--- config.mk ---
export PLATFORM = sky130hd
export DESIGN_NAME = updown_seq_ctrl_flat
export DESIGN_NICKNAME = d
export VERILOG_FILES = /design/src/rtl/updown_seq_ctrl_if.sv /design/src/rtl/updown_seq_ctrl.sv /design/src/flat_wrapper.sv
export SDC_FILE = /design/constraint.sdc
export NUM_CORES = 1
export LEC_CHECK = 0
export ABC_AREA = 1
export CAP_MARGIN = 0
export CELL_PAD_IN_SITES_DETAIL_PLACEMENT = 0
export CELL_PAD_IN_SITES_GLOBAL_PLACEMENT = 1
export CORE_ASPECT_RATIO = 1.25
export CORE_MARGIN = 5
export CORE_UTILIZATION = 42
export DETAILED_ROUTE_END_ITERATION = 8
export PLACE_DENSITY = 0.92
export SLEW_MARGIN = 10
export SYNTH_ARGS = -nofsm -noshare
export SYNTH_HDL_FRONTEND = slang
export SYNTH_SLANG_ARGS = --single-unit
--- constraint.sdc ---
create_clock -name clk -period 5.18 [get_ports clk]
set_clock_uncertainty 0.05 [all_clocks]
set_input_delay 0.777 -clock clk [delete_from_list [all_inputs] [get_ports clk]]
set_output_delay 0.777 -clock clk [all_outputs]
set_load 0.02 [all_outputs]
--- src/rtl/updown_seq_ctrl_if.sv ---
// Host-side handshake and status bundle for the up/down sequencing controller.
// The host drives the request fields; the controller drives count and status.
interface updown_seq_ctrl_if #(
  parameter int WIDTH = 3
);
  logic             start;
  logic [WIDTH-1:0] target;
  logic             bounce;
  logic             stop;
  logic [WIDTH-1:0] q;
  logic             m;
  logic             cnt_en;
  logic             busy;
  logic             done;

  modport master (
    output start, target, bounce, stop,
    input  q, m, cnt_en, busy, done
  );

  modport slave (
    input  start, target, bounce, stop,
    output q, m, cnt_en, busy, done
  );
endinterface

--- src/rtl/updown_seq_ctrl.sv ---
// Sequencing controller for an up/down counter: walks q to a requested target,
// optionally bounces back to the origin, then pulses done for one cycle.
module updown_seq_ctrl #(
  parameter int WIDTH = 3
) (
  input  logic              clk,
  input  logic              clr,
  updown_seq_ctrl_if.slave  bus
);

  typedef enum logic [1:0] {
    IDLE   = 2'd0,
    RUN_UP = 2'd1,
    RUN_DN = 2'd2,
    DONE   = 2'd3
  } state_e;

  state_e           state_q;
  logic [WIDTH-1:0] q_q;
  logic [WIDTH-1:0] tgt_q;
  logic [WIDTH-1:0] org_q;
  logic             bnc_q;
  logic             leg_q;
  logic             m_q;
  logic             busy_q;
  logic             cnt_en_q;
  logic             done_q;

  logic [WIDTH-1:0] goal;
  logic [WIDTH-1:0] q_step;

  // First leg heads for the target, the bounce leg heads back to the origin.
  assign goal   = leg_q ? org_q : tgt_q;
  assign q_step = (state_q == RUN_DN) ? (q_q - WIDTH'(1)) : (q_q + WIDTH'(1));

  // NOTE: every register here updates with <= so all next-state terms read
  // the values from before the edge, regardless of statement order.
  always_ff @(posedge clk or posedge clr) begin
    if (clr) begin
      state_q  <= IDLE;
      q_q      <= '0;
      tgt_q    <= '0;
      org_q    <= '0;
      bnc_q    <= 1'b0;
      leg_q    <= 1'b0;
      m_q      <= 1'b0;
      busy_q   <= 1'b0;
      cnt_en_q <= 1'b0;
      done_q   <= 1'b0;
    end else begin
      case (state_q)
        IDLE: begin
          if (!bus.stop && bus.start) begin
            tgt_q <= bus.target;
            org_q <= q_q;
            bnc_q <= bus.bounce;
            leg_q <= 1'b0;
            if (bus.target > q_q) begin
              state_q  <= RUN_UP;
              m_q      <= 1'b0;
              busy_q   <= 1'b1;
              cnt_en_q <= 1'b1;
            end else if (bus.target < q_q) begin
              state_q  <= RUN_DN;
              m_q      <= 1'b1;
              busy_q   <= 1'b1;
              cnt_en_q <= 1'b1;
            end else begin
              state_q <= DONE;
              done_q  <= 1'b1;
            end
          end
        end

        RUN_UP, RUN_DN: begin
          if (bus.stop) begin
            // Abort wins over the count step: q keeps its current value.
            state_q  <= IDLE;
            busy_q   <= 1'b0;
            cnt_en_q <= 1'b0;
          end else begin
            q_q <= q_step;
            if (q_step == goal) begin
              if (!leg_q && bnc_q && (org_q != tgt_q)) begin
                leg_q   <= 1'b1;
                state_q <= (state_q == RUN_UP) ? RUN_DN : RUN_UP;
                m_q     <= ~m_q;
              end else begin
                state_q  <= DONE;
                busy_q   <= 1'b0;
                cnt_en_q <= 1'b0;
                done_q   <= 1'b1;
              end
            end
          end
        end

        DONE: begin
          state_q <= IDLE;
          done_q  <= 1'b0;
        end

        default: begin
          state_q  <= IDLE;
          busy_q   <= 1'b0;
          cnt_en_q <= 1'b0;
          done_q   <= 1'b0;
        end
      endcase
    end
  end

  assign bus.q      = q_q;
  assign bus.m      = m_q;
  assign bus.cnt_en = cnt_en_q;
  assign bus.busy   = busy_q;
  assign bus.done   = done_q;

endmodule

--- src/flat_wrapper.sv ---
// flat-port wrapper written by rule: the top's interface ports become plain ports
module updown_seq_ctrl_flat 
#(
  parameter int WIDTH = 3
)
  (clk, clr, bus_start, bus_target, bus_bounce, bus_stop, bus_q, bus_m, bus_cnt_en, bus_busy, bus_done);
  updown_seq_ctrl_if #(.WIDTH(WIDTH)) bus_i ();
  input  logic clk;
  input  logic clr;
  input wire logic [$bits(bus_i.start)-1:0] bus_start;
  input wire logic [$bits(bus_i.target)-1:0] bus_target;
  input wire logic [$bits(bus_i.bounce)-1:0] bus_bounce;
  input wire logic [$bits(bus_i.stop)-1:0] bus_stop;
  output wire logic [$bits(bus_i.q)-1:0] bus_q;
  output wire logic [$bits(bus_i.m)-1:0] bus_m;
  output wire logic [$bits(bus_i.cnt_en)-1:0] bus_cnt_en;
  output wire logic [$bits(bus_i.busy)-1:0] bus_busy;
  output wire logic [$bits(bus_i.done)-1:0] bus_done;
  assign bus_i.start = bus_start;
  assign bus_i.target = bus_target;
  assign bus_i.bounce = bus_bounce;
  assign bus_i.stop = bus_stop;
  assign bus_q = bus_i.q;
  assign bus_m = bus_i.m;
  assign bus_cnt_en = bus_i.cnt_en;
  assign bus_busy = bus_i.busy;
  assign bus_done = bus_i.done;
  updown_seq_ctrl #(.WIDTH(WIDTH)) u_core (.clk(clk), .clr(clr), .bus(bus_i));
endmodule
==> flow_summary_export.csv <==
group,metric,value,unit
clock_tree,insertion_delay,290,ps
critical_path,crit_fanout,6,
routing,postRouteAntennaNets,0,
critical_path,slowest_delay,650,ps
outcome,status,"complete, no violations",
critical_path,start_kind,"register",
logic_synthesis,syn_inst,170,
logic_synthesis,ys_seq_elements,16,
timing,fmax,0.441,GHz
cells_and_area,post-route-util,51.7,%
logic_synthesis,ys_async_sr_fraction,100,%
routing,drt-vias-per-instance,5.05,
global_route,antenna_found_initial,0,
floorplanning,die_x,57.9,um
logic_synthesis,synthDistinctLibCells,25,
critical_path,worst-path-buf-inv,1,
cells_and_area,antennaDiodeCount,0,
floorplanning,start_util,44.5,%
clock_tree,ctsLongestPathBuffers,2,
cells_and_area,drive_above_1_share,11.4,%
global_route,grt_pass1_wl,4510,um
timing,hold_viol_final,0,
clock_tree,cts_resized,0,
floorplanning,rows,21,
critical_path,arrival,1440,ps
timing,final_max_slew_viol_count,0,
hold_path,hold_class,"register to register",
global_route,grt_pass1_vias,1033,
global_route,met3_usage,2.39,%
logic_synthesis,ys_top_cells_by_count,"nand2_1 (58), inv_1 (23), dfrtp_1 (16)",
routing,route.final.wire_length,2510,um
floorplanning,ioPinCount,15,
power,max-vdd-ir-drop,0.000358,V
critical_path,criticalPathCategory,"register to output port",
routing,drcViolationCount,0,
clock_tree,cts_setup_buffers,0,
floorplanning,placeableCoreArea,2710,sq um
logic_synthesis,synth_flop_cell,"dfrtp_1",
timing,setup_viol,0,
global_route,grt_start_max_net_pins,17,
critical_path,crit_family,"buffers and inverters",
timing,rsz0062_at_grt,"false",
critical_path,cp.required,4350,ps
power,powerDensity,712,nW/um^2
global_route,met2_usage,24.0,%
logic_synthesis,seq_area_frac_synth,33.3,%
timing,tightest_slew,611,ps
critical_path,path_cells,"clkdlybuf4s50_1",
routing,vias,1106,
timing,max-slew-margin-rel,59.2,%
timing,fin_crit,2270,ps
placed_design,dp_hpwl,2020,um
logic_synthesis,yosys_warnings,0,
logic_synthesis,syn_nets,188,
clock_tree,numCtsBuffers,3,
clock_tree,clk_pin_slew,100,ps
cells_and_area,syn_to_final_growth,16.3,%
clock_tree,h-tree-depth,1,
critical_path,critPathCaptureType,"output port",
clock_tree,holdBufCountCts,0,
clock_tree,numClockSinks,16,
global_route,grt_usage,14.0,%
logic_synthesis,synth.most_common_cell,"nand2_1",
floorplanning,dieArea,4040,sq um
placed_design,io_buffers,14,
job,cap_violations,0,
critical_path,slowest_stage,"clkdlybuf4s50_1",
logic_synthesis,synth_area,1200,sq um
placed_design,gp_congestion,0.780,
global_route,gr-total-overflow,0,
global_route,grtUsageMet1,16.9,%
floorplanning,die_y,69.9,um
clock_tree,cts_tree,"yes",
routing,drt_iter0_markers,30,
clock_tree,root_buffer,"clkbuf_4",
cells_and_area,nets,204,
logic_synthesis,synth_top_area_share,33.3,%
timing,timing.final.crit_share,43.7,%
routing,wl_per_cell,11.5,um
logic_synthesis,yosys-top-cells-area,"dfrtp_1 (33%), nand2_1 (18%), ha_1 (10%)",
logic_synthesis,synth_edf_count,0,
routing,dr.pass1.iters,5,
global_route,top_usage_layer,"met2",
power,power_leakage,0.739,nW
logic_synthesis,synth.largest_area_cell,"dfrtp_1",
timing,setup_tns,0,ps
logic_synthesis,synth_area_per_cell,7.08,sq um
kinds of logic after synthesis:
family                   after synthesis  synth area share [%]
buffers and inverters                 30                  10.5
adder cells (fa/ha/maj)               10                  10.4
AND/OR/NAND/NOR                       94                  35.9
AO/OA/AOI/OAI                         18                  8.52
XOR/XNOR                               2                  1.46
flip-flops                            16                  33.3
where the power goes:
part	leakage, nW	switching [mW]	internal [mW]	total, mW
clock network	0.0210	0.0425	0.0428	0.0854
logic	0.525	0.406	0.251	0.657
registers	0.193	0.0666	0.188	0.255
sequential cells by signal (all words and copies together), names as in the netlist:
name and flops:
u_core.leg_q 1, u_core.state_q 2, u_core.bnc_q 1, u_core.bus.cnt_en 1, u_core.bus.done 1, u_core.org_q 3, u_core.tgt_q 3, u_core.bus.m 1
u_core.bus.q 3
layer usage:
metal / routed length [um] / share of wire, %
met2: 1250 / 50
met1: 1130 / 45
met4: 38 / 1.5
met5: 0 / 0
met3: 97 / 3.9
path summary, 6_finish.rpt:
kind                                        end  depth (start not counted)  slack [ps]               from
worst max-delay path                   bus_q[0]                          1        2910    u_core.bus.q[0]
worst max register to register     u_core.leg_q                         13        2980  u_core.state_q[0]
min in group asynchronous          u_core.bnc_q                          2         800                clr
worst min register to register  u_core.bus.done                          2         440    u_core.bus.done
max in group asynchronous       u_core.bus.q[2]                          2        3890                clr
worst min-delay path            u_core.bus.done                          2         440    u_core.bus.done
stage by stage:
| stage | hold slack, ps | cells | total power [mW] | setup slack (ps) | area (sq um) |
|---|---|---|---|---|---|
| after global routing | 478 | 219 | 1.12 | 2740 | 1400 |
| after floorplan | 431 | 170 | 0.753 | 3240 | 1200 |
| after global placement | 408 | 215 | 0.896 | 2780 | 1360 |
| after detailed placement | 430 | 215 | 0.917 | 2720 | 1360 |
| after CTS | 457 | 219 | 1.01 | 2910 | 1400 |
| final | 444 | 219 | 0.997 | 2910 | 1400 |
cell usage in the layout (no fill, tap or decap):
cell	netlist	routed
o21ai_0	7	7
inv_4	1	1
ha_1	10	10
nor2_2	2	2
xor2_1	2	2
inv_1	23	23
a22oi_1	1	1
o21ai_2	1	1
o21ai_1	3	3
a21oi_2	1	1
clkbuf_8	0	1
clkbuf_4	0	3
a21oi_1	4	4
clkdlybuf4s50_1	0	14
nand3b_1	2	2
dfrtp_1	16	16
nand2_2	4	4
nand4_1	3	3
nor2_1	7	7
a21boi_0	1	1
nand2_1	58	58
inv_2	3	3
nand3_2	4	4
nor2_4	1	1
nand3_1	13	13
layout make-up:
cell class / count / area (sq um)
clock buffers: 4 / 36.3
fillers: 278 / 1310
inverters: 27 / 104
multi-input cells: 124 / 677
flip-flops and latches: 16 / 400
well taps: 34 / 42.5
repair buffers: 14 / 140
Power figures use the tool's default switching activity.
